`src/rtl/period_meter_if.sv`:
```
// Signal bundle for period_meter: the measured input, clear, and the measurement results.
// master drives sig_in/clr and observes results; slave is the meter itself.
interface period_meter_if #(
  parameter int CNT_W = 16
);
  logic             sig_in;
  logic             clr;
  logic [CNT_W-1:0] period;
  logic [CNT_W-1:0] high_time;
  logic             period_vld;
  logic             locked;
  logic             timeout;

  modport master (
    output sig_in, clr,
    input  period, high_time, period_vld, locked, timeout
  );

  modport slave (
    input  sig_in, clr,
    output period, high_time, period_vld, locked, timeout
  );
endinterface

```
`src/rtl/period_meter.sv`:
```
// Measures rise-to-rise period and high time of an asynchronous signal in clk cycles.
// period_vld pulses on the 3rd clk edge after a sig_in rise; no backpressure, results just update.
module period_meter #(
  parameter int CNT_W   = 16,
  parameter int TIMEOUT = 65535
) (
  input  logic          clk,
  input  logic          rst_n,
  period_meter_if.slave bus
);

  localparam logic [CNT_W-1:0] TO_CNT = CNT_W'(TIMEOUT);
  localparam logic [CNT_W-1:0] ONE    = CNT_W'(1);

  typedef enum logic {IDLE, MEAS} state_t;

  logic             s1, s2, s3;
  logic [2:0]       fill;
  logic             rise, fall;

  state_t           state_q, state_nxt;
  logic [CNT_W-1:0] cnt_q, cnt_nxt;
  logic [CNT_W-1:0] hcnt_q, hcnt_nxt;
  logic [CNT_W-1:0] period_q, period_nxt;
  logic [CNT_W-1:0] high_q, high_nxt;
  logic             vld_q, vld_nxt;
  logic             locked_q, locked_nxt;
  logic             timeout_q, timeout_nxt;

  // fill marks when s3 holds a real sample, so a signal already high at reset release is not a rise
  always_ff @(posedge clk or negedge rst_n) begin
    if (!rst_n) begin
      s1   <= 1'b0;
      s2   <= 1'b0;
      s3   <= 1'b0;
      fill <= 3'b000;
    end else begin
      s1   <= bus.sig_in;
      s2   <= s1;
      s3   <= s2;
      fill <= {fill[1:0], 1'b1};
    end
  end

  assign rise = s2 & ~s3 & fill[2];
  assign fall = ~s2 & s3;

  always_ff @(posedge clk or negedge rst_n) begin
    if (!rst_n) begin
      state_q   <= IDLE;
      cnt_q     <= '0;
      hcnt_q    <= '0;
      period_q  <= '0;
      high_q    <= '0;
      vld_q     <= 1'b0;
      locked_q  <= 1'b0;
      timeout_q <= 1'b0;
    end else begin
      state_q   <= state_nxt;
      cnt_q     <= cnt_nxt;
      hcnt_q    <= hcnt_nxt;
      period_q  <= period_nxt;
      high_q    <= high_nxt;
      vld_q     <= vld_nxt;
      locked_q  <= locked_nxt;
      timeout_q <= timeout_nxt;
    end
  end

  always_comb begin
    state_nxt   = state_q;
    cnt_nxt     = cnt_q;
    hcnt_nxt    = hcnt_q;
    period_nxt  = period_q;
    high_nxt    = high_q;
    vld_nxt     = 1'b0;
    locked_nxt  = locked_q;
    timeout_nxt = timeout_q;

    if (bus.clr) begin
      state_nxt   = IDLE;
      cnt_nxt     = '0;
      hcnt_nxt    = '0;
      period_nxt  = '0;
      high_nxt    = '0;
      locked_nxt  = 1'b0;
      timeout_nxt = 1'b0;
    end else begin
      case (state_q)
        IDLE: begin
          if (rise) begin
            state_nxt = MEAS;
            cnt_nxt   = ONE;
            hcnt_nxt  = ONE;
          end
        end
        MEAS: begin
          // a rise on the TIMEOUT cycle still counts as a valid period
          if (rise) begin
            period_nxt = cnt_q;
            vld_nxt    = 1'b1;
            locked_nxt = 1'b1;
            cnt_nxt    = ONE;
            hcnt_nxt   = ONE;
          end else if (cnt_q == TO_CNT) begin
            state_nxt   = IDLE;
            locked_nxt  = 1'b0;
            timeout_nxt = 1'b1;
          end else begin
            cnt_nxt = cnt_q + ONE;
            if (s2) begin
              hcnt_nxt = hcnt_q + ONE;
            end
            if (fall) begin
              high_nxt = hcnt_q;
            end
          end
        end
        default: state_nxt = IDLE;
      endcase
    end
  end

  assign bus.period     = period_q;
  assign bus.high_time  = high_q;
  assign bus.period_vld = vld_q;
  assign bus.locked     = locked_q;
  assign bus.timeout    = timeout_q;

endmodule
```
`src/flat_wrapper.sv`:
```
// flat-port wrapper written by rule: the top's interface ports become plain ports
module period_meter_flat 
#(
  parameter int CNT_W   = 16,
  parameter int TIMEOUT = 65535
)
  (clk, rst_n, bus_sig_in, bus_clr, bus_period, bus_high_time, bus_period_vld, bus_locked, bus_timeout);
  period_meter_if #(.CNT_W(CNT_W)) bus_i ();
  input  logic clk;
  input  logic rst_n;
  input wire logic [$bits(bus_i.sig_in)-1:0] bus_sig_in;
  input wire logic [$bits(bus_i.clr)-1:0] bus_clr;
  output wire logic [$bits(bus_i.period)-1:0] bus_period;
  output wire logic [$bits(bus_i.high_time)-1:0] bus_high_time;
  output wire logic [$bits(bus_i.period_vld)-1:0] bus_period_vld;
  output wire logic [$bits(bus_i.locked)-1:0] bus_locked;
  output wire logic [$bits(bus_i.timeout)-1:0] bus_timeout;
  assign bus_i.sig_in = bus_sig_in;
  assign bus_i.clr = bus_clr;
  assign bus_period = bus_i.period;
  assign bus_high_time = bus_i.high_time;
  assign bus_period_vld = bus_i.period_vld;
  assign bus_locked = bus_i.locked;
  assign bus_timeout = bus_i.timeout;
  period_meter #(.CNT_W(CNT_W), .TIMEOUT(TIMEOUT)) u_core (.clk(clk), .rst_n(rst_n), .bus(bus_i));
endmodule
```
`config.mk`:
```
export PLATFORM = sky130hd
export DESIGN_NAME = period_meter_flat
export DESIGN_NICKNAME = d
export VERILOG_FILES = /design/src/rtl/period_meter_if.sv /design/src/rtl/period_meter.sv /design/src/flat_wrapper.sv
export SDC_FILE = /design/constraint.sdc
export NUM_CORES = 1
export LEC_CHECK = 0
export CAP_MARGIN = 10
export CORE_MARGIN = 1.5
export CORE_UTILIZATION = 35
export CTS_CLUSTER_SIZE = 8
export DETAILED_ROUTE_END_ITERATION = 16
export PLACE_DENSITY_LB_ADDON = 0.25
export SETUP_SLACK_MARGIN = 0.1
export SLEW_MARGIN = 0
export SYNTH_ARGS = -nofsm -noshare
export SYNTH_HDL_FRONTEND = slang
export SYNTH_SLANG_ARGS = --single-unit
```
`constraint.sdc`:
```
create_clock -name clk -period 1.7 [get_ports clk]
set_input_delay 0.34 -clock clk [delete_from_list [all_inputs] [get_ports clk]]
set_output_delay 0.34 -clock clk [all_outputs]
set_load 0.005 [all_outputs]
```
==> impl_metrics.csv, run 1 <==
group,metric,value,unit
sta,setup_slack,-0.0219,ns
worst_setup_path,criticalPathCategory,"register to register",
power,powerDensity,676,mW/mm2
die,io_pins,39,
die,initial_core_util,35.9,%
worst_setup_path,cp_cell_sequence,"ha_4, nand3_4, or3_4, nor2_4, nor3b_4, buf_12, a22o_1",
sta,rsz0062_at_grt,"true",
yosys,syn_nets,309,
yosys,synthArstFlopShare,100,%
drt,drc,0,
grt,grt_pass1_vias,2798,
clock_tree,root_buffer,"clkbuf_8",
placement,hpwl,5.53,mm
power,leakage,2.31,nW
outcome,violations,"setup timing",
drt,wl_per_cell,15.5,um
yosys,yosysSeqAreaShare,56.1,%
clock_tree,clkLatencyLatePin,0.34,ns
placement,port_buffers,38,
clock_tree,clk_pin_slew,0.08,ns
grt,grt_usage,17.5,%
yosys,ys_warn_count,0,
worst_setup_path,end_kind,"register",
yosys,synthCells,303,
worst_setup_path,required,1.93,ns
worst_setup_path,reg2reg_slack,-0.02,ns
worst_setup_path,regToRegEndpoint,"u_core.bus.high_time[11]",
sta,finClkSkew,0.00955,ns
worst_hold_path,hp-class,"register to register",
power,peakVddDrop,336,uV
worst_setup_path,startpoint_type,"register",
clock_tree,numCtsBuffers,9,
worst_hold_path,holdPathStages,0,
finish,drive_gt1_share,36.2,%
yosys,synthesis.area,0.00330,mm2
die,dieArea,0.0100,mm2
drt,drt-total-wl,8.32,mm
sta,fin_crit_sh,101,%
grt,grt.overflow.total,0,
worst_setup_path,r2r_start,"u_core.cnt_q[1]",
die,core_region_area,0.00920,mm2
die,fp.dieH,100,um
grt,grt_pass1_wl,13.8,mm
drt,viasPerCell,5.32,
clock_tree,clk_path_buf_depth,2,
worst_setup_path,crit_arrival,1.95,ns
finish,finalNetCount,426,
sta,whs,0.352,ns
finish,area_growth,47.5,%
drt,num_vias,2849,
worst_setup_path,critPathLaunch,"u_core.cnt_q[1]",
clock_tree,cts_max_level,3,
worst_setup_path,crit_path_top_delay_cell,"dfrtp_1",
finish,num_antenna_cells,0,
yosys,ys_types,53,
worst_setup_path,rr_worst_depth,7,
finish,design_area,0.00487,mm2
flow_run,max-cap-violations,0,
worst_setup_path,cpPeakStageDelay,0.40,ns
clock_tree,cts_tree,"yes",
drt,antenna_left,0,
yosys,synth_edf_count,0,
sta,hold_violations,0,
drt,initialDrtViolationCount,123,
worst_setup_path,critical_path.max_fanout,16,
outcome,outcome,"finished, violations left",
drt,dr.pass1.iters,4,
placement,placed_cell_area,0.00430,mm2
yosys,avgSynthCellArea,10.9,um2
worst_setup_path,crit_end,"u_core.bus.high_time[11]",
sta,fmax,0.581,GHz
die,die_x,100,um
die,row_count,35,
clock_tree,cts_num_sinks,74,
yosys,ys_ff_latch,74,
yosys,synth-main-ff-cell,"dfrtp_1",
grt,antenna_found_initial,0,
placement,gp_congestion,0.807,
sta,slew_viol_final,0,
sta,period_minus_slack,1.72,ns
grt,grt_max_degree,36,
sta,setup_violations,18,
## cell type report
| class | count | area [um2] |
|---|---|---|
| sequential | 74 | 1850 |
| clock buffer | 12 | 155 |
| clock inverter | 4 | 26.3 |
| tap | 111 | 139 |
| inverter | 6 | 22.5 |
| timing repair buffer | 120 | 1070 |
| fill | 822 | 4330 |
| multi-input combinational | 209 | 1600 |
## how the worst min path moves through the flow
| stage | from | endpoint | slack, ns |
|---|---|---|---|
| 3_5_place_dp | rst_n | u_core.bus.high_time[1] | 0.27 |
| 4_1_cts | u_core.s1 | u_core.s2 | 0.35 |
| 5_1_grt | u_core.s1 | u_core.s2 | 0.37 |
| 3_3_place_gp | rst_n | u_core.bus.high_time[1] | 0.27 |
| 2_1_floorplan | rst_n | u_core.bus.high_time[0] | 0.04 |
| 6_report | u_core.s1 | u_core.s2 | 0.35 |
## cell families (layout without fill, tap and decap cells)
kind of cell               Yosys count  count (layout)  synth area share [%]
other                                1               1                 0.114
and+or+nand+nor                    100             100                  16.9
DFF                                 74              74                  56.1
adders and majority gates            2               2                 0.758
AOI/OAI and AO/OA                  103             104                  22.4
xor gates and xnor gates             2               2                 0.531
buffers and inverters               21             142                  3.18
## flip-flops by register name, summed over array words and instances (netlist names), 3 cells and up
register	cells
u_core.bus.period	16
u_core.cnt_q	16
u_core.fill	3
u_core.hcnt_q	16
u_core.bus.high_time	16
## through the flow
stage | util, % | worst slack [ns] | power [mW] | setup TNS (ns) | instances
6_report | 52.9 | -0.0219 | 3.29 | -0.273 | 536
5_1_grt | 52.9 | -0.102 | 3.45 | -2.07 | 536
4_1_cts | 49.7 | -0.0374 | 3.29 | -0.466 | 521
3_5_place_dp | 46.8 | -0.278 | 2.02 | -7.69 | 501
3_3_place_gp | 46.8 | -0.239 | 2.01 | -7.32 | 501
2_1_floorplan | - | 0.00602 | 1.91 | 0 | 303
## layer usage
layer | vias to the layer above | wire length (um) | GRT usage, %
li1 | 1379 | - | -
met1 | 1410 | 3930 | 24.8
met2 | 51 | 4060 | 27.3
met3 | 9 | 250 | 3.83
met4 | 0 | 85 | 4.88
met5 | - | 0 | 0
## worst max-delay path: cells and delay by family (launching register included)
family	cells	cell delay (ns)
compound gates	1	0.17
fa+ha+maj	1	0.17
flops	1	0.40
buf+inv	1	0.15
simple gates	4	0.72
## power by group
part / total [mW] / switching [mW] / internal, mW
Sequential: 1.79 / 0.0132 / 1.77
Clock: 1.26 / 0.647 / 0.608
Combinational: 0.247 / 0.142 / 0.105
Total: 3.29 / 0.802 / 2.49
## layout by cell type, fill, tap and decap left out, drive strengths merged, types with 5 or more instances in the layout
master	instances
buf	82
dfrtp	74
a22o	34
o21ai	33
clkdlybuf4s50	31
nand2	22
nor2	22
nand3	16
clkbuf	12
a21oi	11
nand4	7
and3	7
inv	6
dlymetal6s2s	6
o31ai	6
nor3	6
a31oi	5
## cell usage after synthesis (all sizes together) (2+ instances only)
master  number  share of area, %
nor3         6               1.3
nor3b        3              0.99
or3          2              0.53
nand4        7               1.8
clkbuf       5              0.57
nor2        22               2.6
nand2       22               2.5
a21boi       2              0.57
o21ai       33               5.0
nor4         2              0.38
a22o        34               9.1
ha           2              0.76
buf         10               1.9
o31ai        6               1.4
nand3       16               2.6
dfrtp       74                56
and2         2              0.38
nand3b       2              0.45
and3         7               1.3
a21oi       11               1.7
a31oi        5               1.4
inv          6              0.68
o311ai       3              0.80
or4          3              0.80
nor2b        2              0.38
## what timing repair did
| action | 4_1_cts | 5_1_grt |
|---|---|---|
| hold buffers | 1 | 0 |
| hold endpoints to repair | 24 | 0 |
| endpoints found under the setup margin | 46 | 58 |
| cloned | 1 | 0 |
| setup buffers | 2 | 15 |
| pin swaps | 4 | 30 |
| resized for setup | 12 | 65 |
(Power assumes the default switching activity.)
==> run 2, diff against run 1 <==
--- a/config.mk
+++ b/config.mk
@@ -5,14 +5,16 @@
 export SDC_FILE = /design/constraint.sdc
 export NUM_CORES = 1
 export LEC_CHECK = 0
+export ABC_CLOCK_PERIOD_IN_PS = 1700
 export CAP_MARGIN = 10
 export CORE_MARGIN = 1.5
 export CORE_UTILIZATION = 35
 export CTS_CLUSTER_SIZE = 8
 export DETAILED_ROUTE_END_ITERATION = 16
 export PLACE_DENSITY_LB_ADDON = 0.25
+export RECOVER_POWER = 100
 export SETUP_SLACK_MARGIN = 0.1
-export SLEW_MARGIN = 0
+export SLEW_MARGIN = 20
 export SYNTH_ARGS = -nofsm -noshare
 export SYNTH_HDL_FRONTEND = slang
 export SYNTH_SLANG_ARGS = --single-unit
==> impl_metrics.csv, run 2 (same netlist as run 1, synthesis figures left out) <==
group,metric,value,unit
outcome,outcome,"finished, violations left",
outcome,violations,"setup timing",
placement,hpwl,5.53,mm
power,powerDensity,681,mW/mm2
sta,fmax,0.579,GHz
grt,grt_pass1_vias,2798,
worst_hold_path,holdPathStages,0,
sta,finClkSkew,0.00996,ns
drt,drc,0,
clock_tree,cts_num_sinks,74,
worst_setup_path,crit_arrival,1.96,ns
flow_run,max-cap-violations,0,
grt,grt_max_degree,36,
power,power_frac_seq,54.5,%
die,dieArea,0.0100,mm2
drt,initialDrtViolationCount,106,
clock_tree,clkLatencyLatePin,0.34,ns
placement,gp_congestion,0.807,
sta,setup_slack,-0.0261,ns
finish,fillers,831,
worst_setup_path,reg2reg_slack,-0.03,ns
drt,dr_wl_met3,247,um
worst_hold_path,hp-start,"u_core.s1",
power,power.switching,0.801,mW
worst_setup_path,rr_worst_depth,7,
drt,dr.pass1.iters,4,
worst_setup_path,regToRegEndpoint,"u_core.bus.high_time[3]",
power,leakage,2.23,nW
grt,antenna_found_initial,0,
sta,slew_viol_final,0,
sta,slew_headroom,59.0,%
finish,finalNetCount,426,
drt,num_vias,2844,
finish,num_antenna_cells,0,
grt,grt_pass1_wl,13.8,mm
die,initial_core_util,35.9,%
power,peakVddDrop,336,uV
clock_tree,clk_path_buf_depth,2,
worst_hold_path,hp-class,"register to register",
drt,m1WireLength,3.94,mm
power,power_frac_comb,7.3,%
clock_tree,clk_pin_slew,0.08,ns
worst_setup_path,r2r_start,"u_core.cnt_q[1]",
worst_setup_path,cp_top_family,"simple AND/OR/NAND/NOR gates",
die,row_count,35,
die,die_x,100,um
sta,rsz0062_at_grt,"true",
die,io_pins,39,
clock_tree,cts_tree,"yes",
clock_tree,root_buffer,"clkbuf_8",
sta,worst_pin_slew,0.616,ns
worst_setup_path,worst-path-buf-inv,1,
clock_tree,cts_max_level,3,
worst_setup_path,cpPeakStageDelay,0.40,ns
power,swShare,24.4,%
power,finalPower,3.28,mW
finish,area_growth,45.9,%
drt,drt-total-wl,8.33,mm
drt,route.met2.wl,4.07,mm
worst_hold_path,whs_endpoint,"u_core.s2",
sta,setup_violations,17,
drt,top_layer,"met4",
clock_tree,numCtsBuffers,9,
placement,port_buffers,38,
worst_setup_path,crit_path_top_delay_cell,"dfrtp_1",
sta,period_minus_slack,1.73,ns
worst_setup_path,required,1.93,ns
finish,layout_commonest_cell,"dfrtp_1",
drt,antenna_left,0,
finish,drive_gt1_share,36.0,%
grt,grt.overflow.total,0,
placement,place_ws,-0.278,ns
worst_setup_path,crit_cells,7,
power,p_clk_share,38.2,%
worst_setup_path,startpoint_type,"register",
worst_setup_path,end_kind,"register",
die,fp.dieH,100,um
sta,fin_crit_sh,102,%
die,core_region_area,0.00920,mm2
drt,wl_per_cell,15.5,um
worst_setup_path,cp_cell_sequence,"ha_4, nand3_4, or3_4, nor2_4, nor3b_4, buf_12, a22o_1",
worst_setup_path,criticalPathCategory,"register to register",
power,p_int,2.48,mW
sta,hold_violations,0,
grt,grt_usage,17.5,%
worst_setup_path,critical_path.max_fanout,16,
finish,most-common-layout-cells,"dfrtp_1, buf_4, a22o_1",
drt,viasPerCell,5.31,
[run 2: power groups by stage]
stage	Sequential [mW]	Combinational (mW)	Clock (mW)
after floorplan	1.82	0.0863	0
after global placement	1.82	0.193	0
after detailed placement	1.82	0.195	0
after CTS	1.79	0.213	1.29
after global routing	1.79	0.266	1.38
final	1.79	0.239	1.26
[run 2: routing by layer]
metal	GRT usage [%]	vias to the layer above
met5	0	-
met4	4.88	0
met3	3.83	7
met2	27.3	49
met1	24.8	1409
li1	-	1379
[run 2: how the worst max path moves through the flow]
stage / startpoint / end / slack, ns
floorplan: u_core.cnt_q[0] / u_core.bus.high_time[10] / 0.006
global placement: bus_clr / u_core.hcnt_q[9] / -0.24
detailed placement: bus_clr / u_core.hcnt_q[9] / -0.28
CTS: u_core.cnt_q[0] / u_core.bus.high_time[3] / -0.04
global route: u_core.cnt_q[1] / u_core.cnt_q[9] / -0.10
finish: u_core.cnt_q[1] / u_core.bus.high_time[3] / -0.03
[run 2: cell type report]
| class | instances | area (um2) | area share, % |
|---|---|---|---|
| Sequential cell | 74 | 1850 | 38.5 |
| Multi-Input combinational cell | 209 | 1600 | 33.1 |
| Timing Repair Buffer | 120 | 1020 | 21.3 |
| Clock buffer | 12 | 155 | 3.22 |
| Tap cell | 111 | 139 | 2.88 |
| Clock inverter | 4 | 26.3 | 0.545 |
| Inverter | 6 | 22.5 | 0.468 |
[run 2: per-stage QoR]
step           util (%)  instances  hold WS [ns]  cell area, um2  setup TNS [ns]
3_3_place_gp       46.8        501         0.267            4300           -7.32
2_1_floorplan         -        303        0.0444            3370               0
4_1_cts            49.7        521         0.353            4570          -0.466
6_report           52.4        536         0.352            4820          -0.325
5_1_grt            52.4        536         0.366            4820           -2.07
3_5_place_dp       46.8        501         0.272            4300           -7.69
[run 2: repair_timing]
| item | in CTS | in global routing |
|---|---|---|
| pin swaps | 4 | 30 |
| hold buffers | 1 | 0 |
| resized for setup | 12 | 65 |
| endpoints found under the setup margin | 46 | 58 |
| setup buffers | 2 | 15 |
| endpoints found under the hold margin | 24 | 0 |
| gates cloned | 1 | 0 |
[run 2: worst register-to-register path: cells and delay by family (launching register included)]
family | cells | cell delay (ns)
AND/OR/NAND/NOR | 4 | 0.72
flip-flops | 1 | 0.40
AO/OA/AOI/OAI | 1 | 0.18
adder cells (fa/ha/maj) | 1 | 0.17
buffers and inverters | 1 | 0.15
